`src/rtl/clock_mode_ctrl_pkg.sv`:
```
// Shared definitions for the clock timekeeping/mode controller: mode encodings,
// field limits and field widths.
package clock_mode_ctrl_pkg;

  typedef enum logic [1:0] {
    MODE_RUN      = 2'd0,
    MODE_SET_HOUR = 2'd1,
    MODE_SET_MIN  = 2'd2
  } mode_e;

  localparam int unsigned HOUR_MAX    = 23;
  localparam int unsigned MIN_SEC_MAX = 59;

  localparam int unsigned HOUR_W    = 5;
  localparam int unsigned MIN_SEC_W = 6;
  localparam int unsigned MODE_W    = 2;

endpackage

```
`src/rtl/mod_counter.sv`:
```
// Modulo-(MAX+1) up counter with reset load value, synchronous clear and a
// wrap strobe used to chain counters into a carry ripple within one edge.
module mod_counter #(
  parameter int unsigned WIDTH = 6,
  parameter int unsigned MAX   = 59
) (
  input  logic             clk,
  input  logic             rst_n,
  input  logic [WIDTH-1:0] load_val,
  input  logic             inc,
  input  logic             clr,
  output logic [WIDTH-1:0] count,
  output logic             wrap
);

  logic at_max;

  assign at_max = (count == WIDTH'(MAX));
  assign wrap   = inc && at_max;

  // Clear has priority over increment.
  always_ff @(posedge clk) begin
    if (!rst_n) begin
      count <= load_val;
    end else if (clr) begin
      count <= '0;
    end else if (inc) begin
      count <= at_max ? '0 : count + WIDTH'(1);
    end
  end

endmodule

```
`src/rtl/clock_mode_ctrl.sv`:
```
// 24-hour hh:mm:ss timekeeper with a RUN / SET_HOUR / SET_MIN edit FSM driven by
// debounced button pulses and the 1 Hz tick.
module clock_mode_ctrl
  import clock_mode_ctrl_pkg::*;
#(
  parameter int unsigned INIT_HOUR = 0,
  parameter int unsigned INIT_MIN  = 0
) (
  input  logic       clk,
  input  logic       rst_n,
  input  logic       enb,
  input  logic       btn_mode,
  input  logic       btn_inc,
  output logic [4:0] hour,
  output logic [5:0] minute,
  output logic [5:0] second,
  output logic [1:0] mode,
  output logic       blink
);

  mode_e state_q;

  logic in_run;
  logic in_set_hour;
  logic in_set_min;
  logic edit_inc;
  logic sec_inc;
  logic sec_clr;
  logic min_inc;
  logic hour_inc;
  logic sec_wrap;
  logic min_wrap;
  logic hour_wrap_unused;

  assign in_run      = (state_q == MODE_RUN);
  assign in_set_hour = (state_q == MODE_SET_HOUR);
  assign in_set_min  = (state_q == MODE_SET_MIN);

  // A mode press in the same cycle swallows the increment.
  assign edit_inc = btn_inc && !btn_mode;

  // Carries only ripple while running; edits never carry into the other field.
  assign sec_inc  = in_run && enb;
  assign sec_clr  = in_set_min && btn_mode;
  assign min_inc  = (in_run && sec_wrap) || (in_set_min && edit_inc);
  assign hour_inc = (in_run && min_wrap) || (in_set_hour && edit_inc);

  mod_counter #(
    .WIDTH (MIN_SEC_W),
    .MAX   (MIN_SEC_MAX)
  ) u_sec (
    .clk      (clk),
    .rst_n    (rst_n),
    .load_val ('0),
    .inc      (sec_inc),
    .clr      (sec_clr),
    .count    (second),
    .wrap     (sec_wrap)
  );

  mod_counter #(
    .WIDTH (MIN_SEC_W),
    .MAX   (MIN_SEC_MAX)
  ) u_min (
    .clk      (clk),
    .rst_n    (rst_n),
    .load_val (MIN_SEC_W'(INIT_MIN)),
    .inc      (min_inc),
    .clr      (1'b0),
    .count    (minute),
    .wrap     (min_wrap)
  );

  mod_counter #(
    .WIDTH (HOUR_W),
    .MAX   (HOUR_MAX)
  ) u_hour (
    .clk      (clk),
    .rst_n    (rst_n),
    .load_val (HOUR_W'(INIT_HOUR)),
    .inc      (hour_inc),
    .clr      (1'b0),
    .count    (hour),
    .wrap     (hour_wrap_unused)
  );

  // Mode FSM and blink phase; blink only toggles on ticks while editing.
  always_ff @(posedge clk) begin
    if (!rst_n) begin
      state_q <= MODE_RUN;
      blink   <= 1'b0;
    end else begin
      case (state_q)
        MODE_RUN: begin
          if (btn_mode) begin
            state_q <= MODE_SET_HOUR;
            blink   <= 1'b1;
          end else begin
            blink <= 1'b0;
          end
        end
        MODE_SET_HOUR: begin
          if (btn_mode) state_q <= MODE_SET_MIN;
          if (enb) blink <= ~blink;
        end
        MODE_SET_MIN: begin
          if (btn_mode) begin
            state_q <= MODE_RUN;
            blink   <= 1'b0;
          end else if (enb) begin
            blink <= ~blink;
          end
        end
        default: begin
          state_q <= MODE_RUN;
          blink   <= 1'b0;
        end
      endcase
    end
  end

  assign mode = MODE_W'(state_q);

endmodule

```
`config.mk`:
```
export PLATFORM = sky130hd
export DESIGN_NAME = clock_mode_ctrl
export DESIGN_NICKNAME = d
export VERILOG_FILES = /design/src/rtl/clock_mode_ctrl_pkg.sv /design/src/rtl/mod_counter.sv /design/src/rtl/clock_mode_ctrl.sv
export SDC_FILE = /design/constraint.sdc
export NUM_CORES = 1
export LEC_CHECK = 0
export CORE_MARGIN = 4
export CORE_UTILIZATION = 43
export CTS_CLUSTER_SIZE = 25
export DETAILED_ROUTE_END_ITERATION = 6
export PLACE_DENSITY = 0.72
export SLEW_MARGIN = 25
export SYNTH_ARGS = -nofsm -noshare
export SYNTH_HDL_FRONTEND = slang
export SYNTH_SLANG_ARGS = --single-unit
export TNS_END_PERCENT = 30
```
`constraint.sdc`:
```
create_clock -name clk -period 1.5 [get_ports clk]
set_clock_uncertainty 0.1 [all_clocks]
set_input_delay 0.375 -clock clk [delete_from_list [all_inputs] [get_ports clk]]
set_output_delay 0.375 -clock clk [all_outputs]
set_load 0.005 [all_outputs]
```
==> results summary <==
The flow ran to the end, but the final reports show violations. The checks that failed: negative setup slack. The number of DRC markers after the initial detailed-route iteration came out at 32. Counting flops and latches in the post-synthesis netlist gives 20. The number of nets handed over by synthesis was 123. The number of instances in the synthesized netlist is 115. The area growth from synthesis to layout is 62.75%. The I/O pin count came out at 25. The proportion of synthesized flip-flops having asynchronous set or reset came out at 0%. The multi-input combinational cells in the finished layout cover a total of 686.9 um^2. The final number of hold-violating endpoints came out at 0.

The internal power of the cells totals 933.4 uW. The share of layout cells above drive strength 1 is 49.72%. Setup slack on the critical path of the routed design comes to -200.8 ps. In this run, synthesis inferred 0 flip-flops with an integrated enable. The number of detailed-routing iterations run before antenna repair is 4.

At the worst endpoint, the arrival time is 1870 ps. The power share of the sequential group came out at 45.8%. The clock sink count is 20. The residual DRC count came out at 0. The initial standard-cell utilization of the core came out at 46.34%. The count of final max-slew check failures is 0. With fillers left out, the area of the finished cells amounts to 1700 um^2. After detailed placement, the total cell area comes to 1519 um^2. The worst setup path is captured at a register. The total power is 1.226 mW.

The wire length per cell after detailed routing came out at 15.09 um. The global placement routability congestion is 0.8004. The number of inserted filler cells in the final layout is 172. The post-synthesis cell type count came out at 36. The TritonCTS clock tree is done. The critical path in this run is classified as register to register.

The maximum operating frequency came out at 588.0 MHz. The largest fanout on the critical path came out at 4. The switching power is 292.6 uW.

The analysis attributes to cell leakage a power of 0.7581 nW. The quantity of I/O buffers inserted on ports is 24. At the pin with the least slew margin, the transition time is 410.4 ps.

The required time of the worst setup path came out at 1670 ps. The post-synthesis sequential area ratio came out at 38.32%. The total global routing track utilization is 19.10%. The area of the die is 3282 um^2. Timing analysis after detailed placement gives a worst setup slack of -537.8 ps. The area share of xor/xnor cells in the synthesized design came out at 5.868%.

The library cells used most frequently in the layout, excluding fill and tap cells, are sky130_fd_sc_hd__buf_4 (35), sky130_fd_sc_hd__dfxtp_2 (20), sky130_fd_sc_hd__nand2_1 (11). After clock tree synthesis, the clock-pin slew on the worst setup and hold paths is 140 ps. The final antenna diode count is 0. The wire length of the first global-routing pass came out at 4981 um. The final critical-path share of the clock period is 113.4%.

The post-synthesis average cell area is 9.085 um^2. The synthesized netlist devotes 16.41% of its cell area to compound gates. In this run the worst hold path is classified as register to register. The estimated wirelength of the detail-placed design is 1970 um.

The number of antenna violations at the first check in global routing is 0. The final layout contains 186 nets. In this run the deepest clock path goes through 2 buffers. In the final layout, flip-flops and latches occupy 425.4 um^2. The largest net degree at the start of global routing came out at 13.

The largest voltage drop on the vdd net came out at 533.0 uV. STA classifies the critical path startpoint as a register. The total negative slack is -1357 ps. The post-detailed-route via-to-cell ratio is 5.473. Setup violations remaining at the end of the flow were counted as 12.

The routed wire length is 3094 um. For this design the ratio of total power to cell area is 721.1 nW/um^2. The floorplan die height is 57.29 um. The number of violations of the max-capacitance limit is 0. The clock network power share came out at 38.0%. The cell area after synthesis is 1045 um^2.

The end-of-flow core utilization came out at 75.42%. The total CTS buffers is 3. The detail route stage leaves a number of antenna-violating nets equal to 0. Setup repair after global routing could not meet its margin everywhere. Leaving out fill and tap cells, the most frequent cell in the layout is sky130_fd_sc_hd__buf_4. The share of synthesized cell area in and, or, nand and nor gates is 26.83%. The number of cell rows is 17. Combinational logic burns 16.2% of the power. By area, the combinational part of the netlist is dominated by simple AND/OR/NAND/NOR gates.

The die extent in x is 57.29 um. The area of the core came out at 2255 um^2. The clock latency of the later-clocked register in the worst-skew pair came out at 320 ps. Of the total synthesized cell area, the portion taken by full adders, half adders and majority gates is 3.593%. The switching part of the total power came out at 23.87%. The post-route minimum period is 1701 ps. The sum of overflow across all layers after global routing is 0. The count of yosys warnings during synthesis is 0. CTS placed an instance of sky130_fd_sc_hd__clkbuf_4 at the clock tree root.

Multiplexer cells account for 5.749% of the synthesized area. Among all flip-flop cells after synthesis, the most frequent one is sky130_fd_sc_hd__dfxtp_1. The worst slew margin relative to its limit is 72.35%. In this run the number of H-tree levels came out at 1. The via count of the first global-routing pass came out at 1,183. The number of vias after detailed routing came out at 1,122.
Yosys cell counts, types with 3 or more instances:
| cell | n | area [um^2] |
|---|---|---|
| sky130_fd_sc_hd__dfxtp_1 | 20 | 400.4 |
| sky130_fd_sc_hd__mux2i_1 | 6 | 60.06 |
| sky130_fd_sc_hd__nor2_1 | 8 | 30.03 |
| sky130_fd_sc_hd__nand2_1 | 11 | 41.29 |
| sky130_fd_sc_hd__nand4_1 | 3 | 18.77 |
| sky130_fd_sc_hd__a21oi_1 | 12 | 60.06 |
| sky130_fd_sc_hd__nand3_1 | 6 | 30.03 |
| sky130_fd_sc_hd__ha_1 | 3 | 37.54 |
| sky130_fd_sc_hd__and3_1 | 3 | 18.77 |
| sky130_fd_sc_hd__xor2_1 | 4 | 35.03 |
| sky130_fd_sc_hd__xnor2_1 | 3 | 26.28 |
| sky130_fd_sc_hd__nand3b_1 | 3 | 22.52 |
| sky130_fd_sc_hd__o21ai_0 | 3 | 15.01 |
power by group through the flow:
stage                     Clock (mW)  Sequential [mW]  Combinational, mW
after floorplan                    0            0.578             0.0797
after global placement             0            0.575              0.176
after detailed placement           0            0.575              0.181
after CTS                      0.460            0.559              0.189
after global routing           0.484            0.564              0.218
final                          0.466            0.562              0.198
cells by family (layout without fill, tap and decap cells):
kind of cell | after synthesis | count (layout)
buffers and inverters | 5 | 67
and+or+nand+nor | 49 | 49
DFF | 20 | 20
muxes | 6 | 6
xor gates and xnor gates | 7 | 7
AOI/OAI and AO/OA | 25 | 25
adders and majority gates | 3 | 3
state kept, by name, indices dropped and copies added (netlist names):
name	flops
blink	1
mode	2
u_hour.count	5
u_min.count	6
u_sec.count	6
stage by stage:
step           hold slack (ps)  std cells
3_5_place_dp             397.8        193
6_report                 392.4        205
4_1_cts                  393.0        204
3_3_place_gp             378.7        193
5_1_grt                  440.0        205
2_1_floorplan            365.3        115
worst paths after layout:
path,to,depth (start not counted),slack (ps),start
hold / removal,u_hour.count[4],2,390,u_hour.count[4]
setup / recovery,u_min.count[5],6,-200,mode[0]
setup reg to reg,u_min.count[5],6,-200,mode[0]
hold reg to reg,u_hour.count[4],2,390,u_hour.count[4]
area by class of cell:
| cell class | instances | share of cell area, % |
|---|---|---|
| Clock buffer | 3 | 1.325 |
| Multi-Input combinational cell | 90 | 40.40 |
| Sequential cell | 20 | 25.02 |
| Timing Repair Buffer | 61 | 28.99 |
| Clock inverter | 1 | 1.766 |
| Inverter | 2 | 0.4415 |
| Tap cell | 28 | 2.060 |
per-layer routing:
| metal | vias to the layer above | global-route usage, % | wire, um |
|---|---|---|---|
| li1 | 541 | - | - |
| met4 | 0 | 8.609 | 93 |
| met1 | 532 | 20.77 | 1270 |
| met2 | 36 | 35.89 | 1606 |
| met5 | - | 0 | 0 |
| met3 | 13 | 2.941 | 123 |
worst max-delay path, stage by stage, from the launching register on:
cell and delay, ps:
sky130_fd_sc_hd__dfxtp_2 360, sky130_fd_sc_hd__buf_6 120, sky130_fd_sc_hd__and4bb_4 370, sky130_fd_sc_hd__a22oi_4 90, sky130_fd_sc_hd__buf_4 140, sky130_fd_sc_hd__or3_4 330
sky130_fd_sc_hd__a21oi_2 130
timing repair:
item | in CTS | in global routing
setup endpoints to repair | 31 | 21
hold buffers | 0 | 0
setup buffers | 7 | 1
cloned | 0 | 0
pin swaps | 6 | 6
resized for setup | 54 | 17
(Power assumes the default switching activity.)
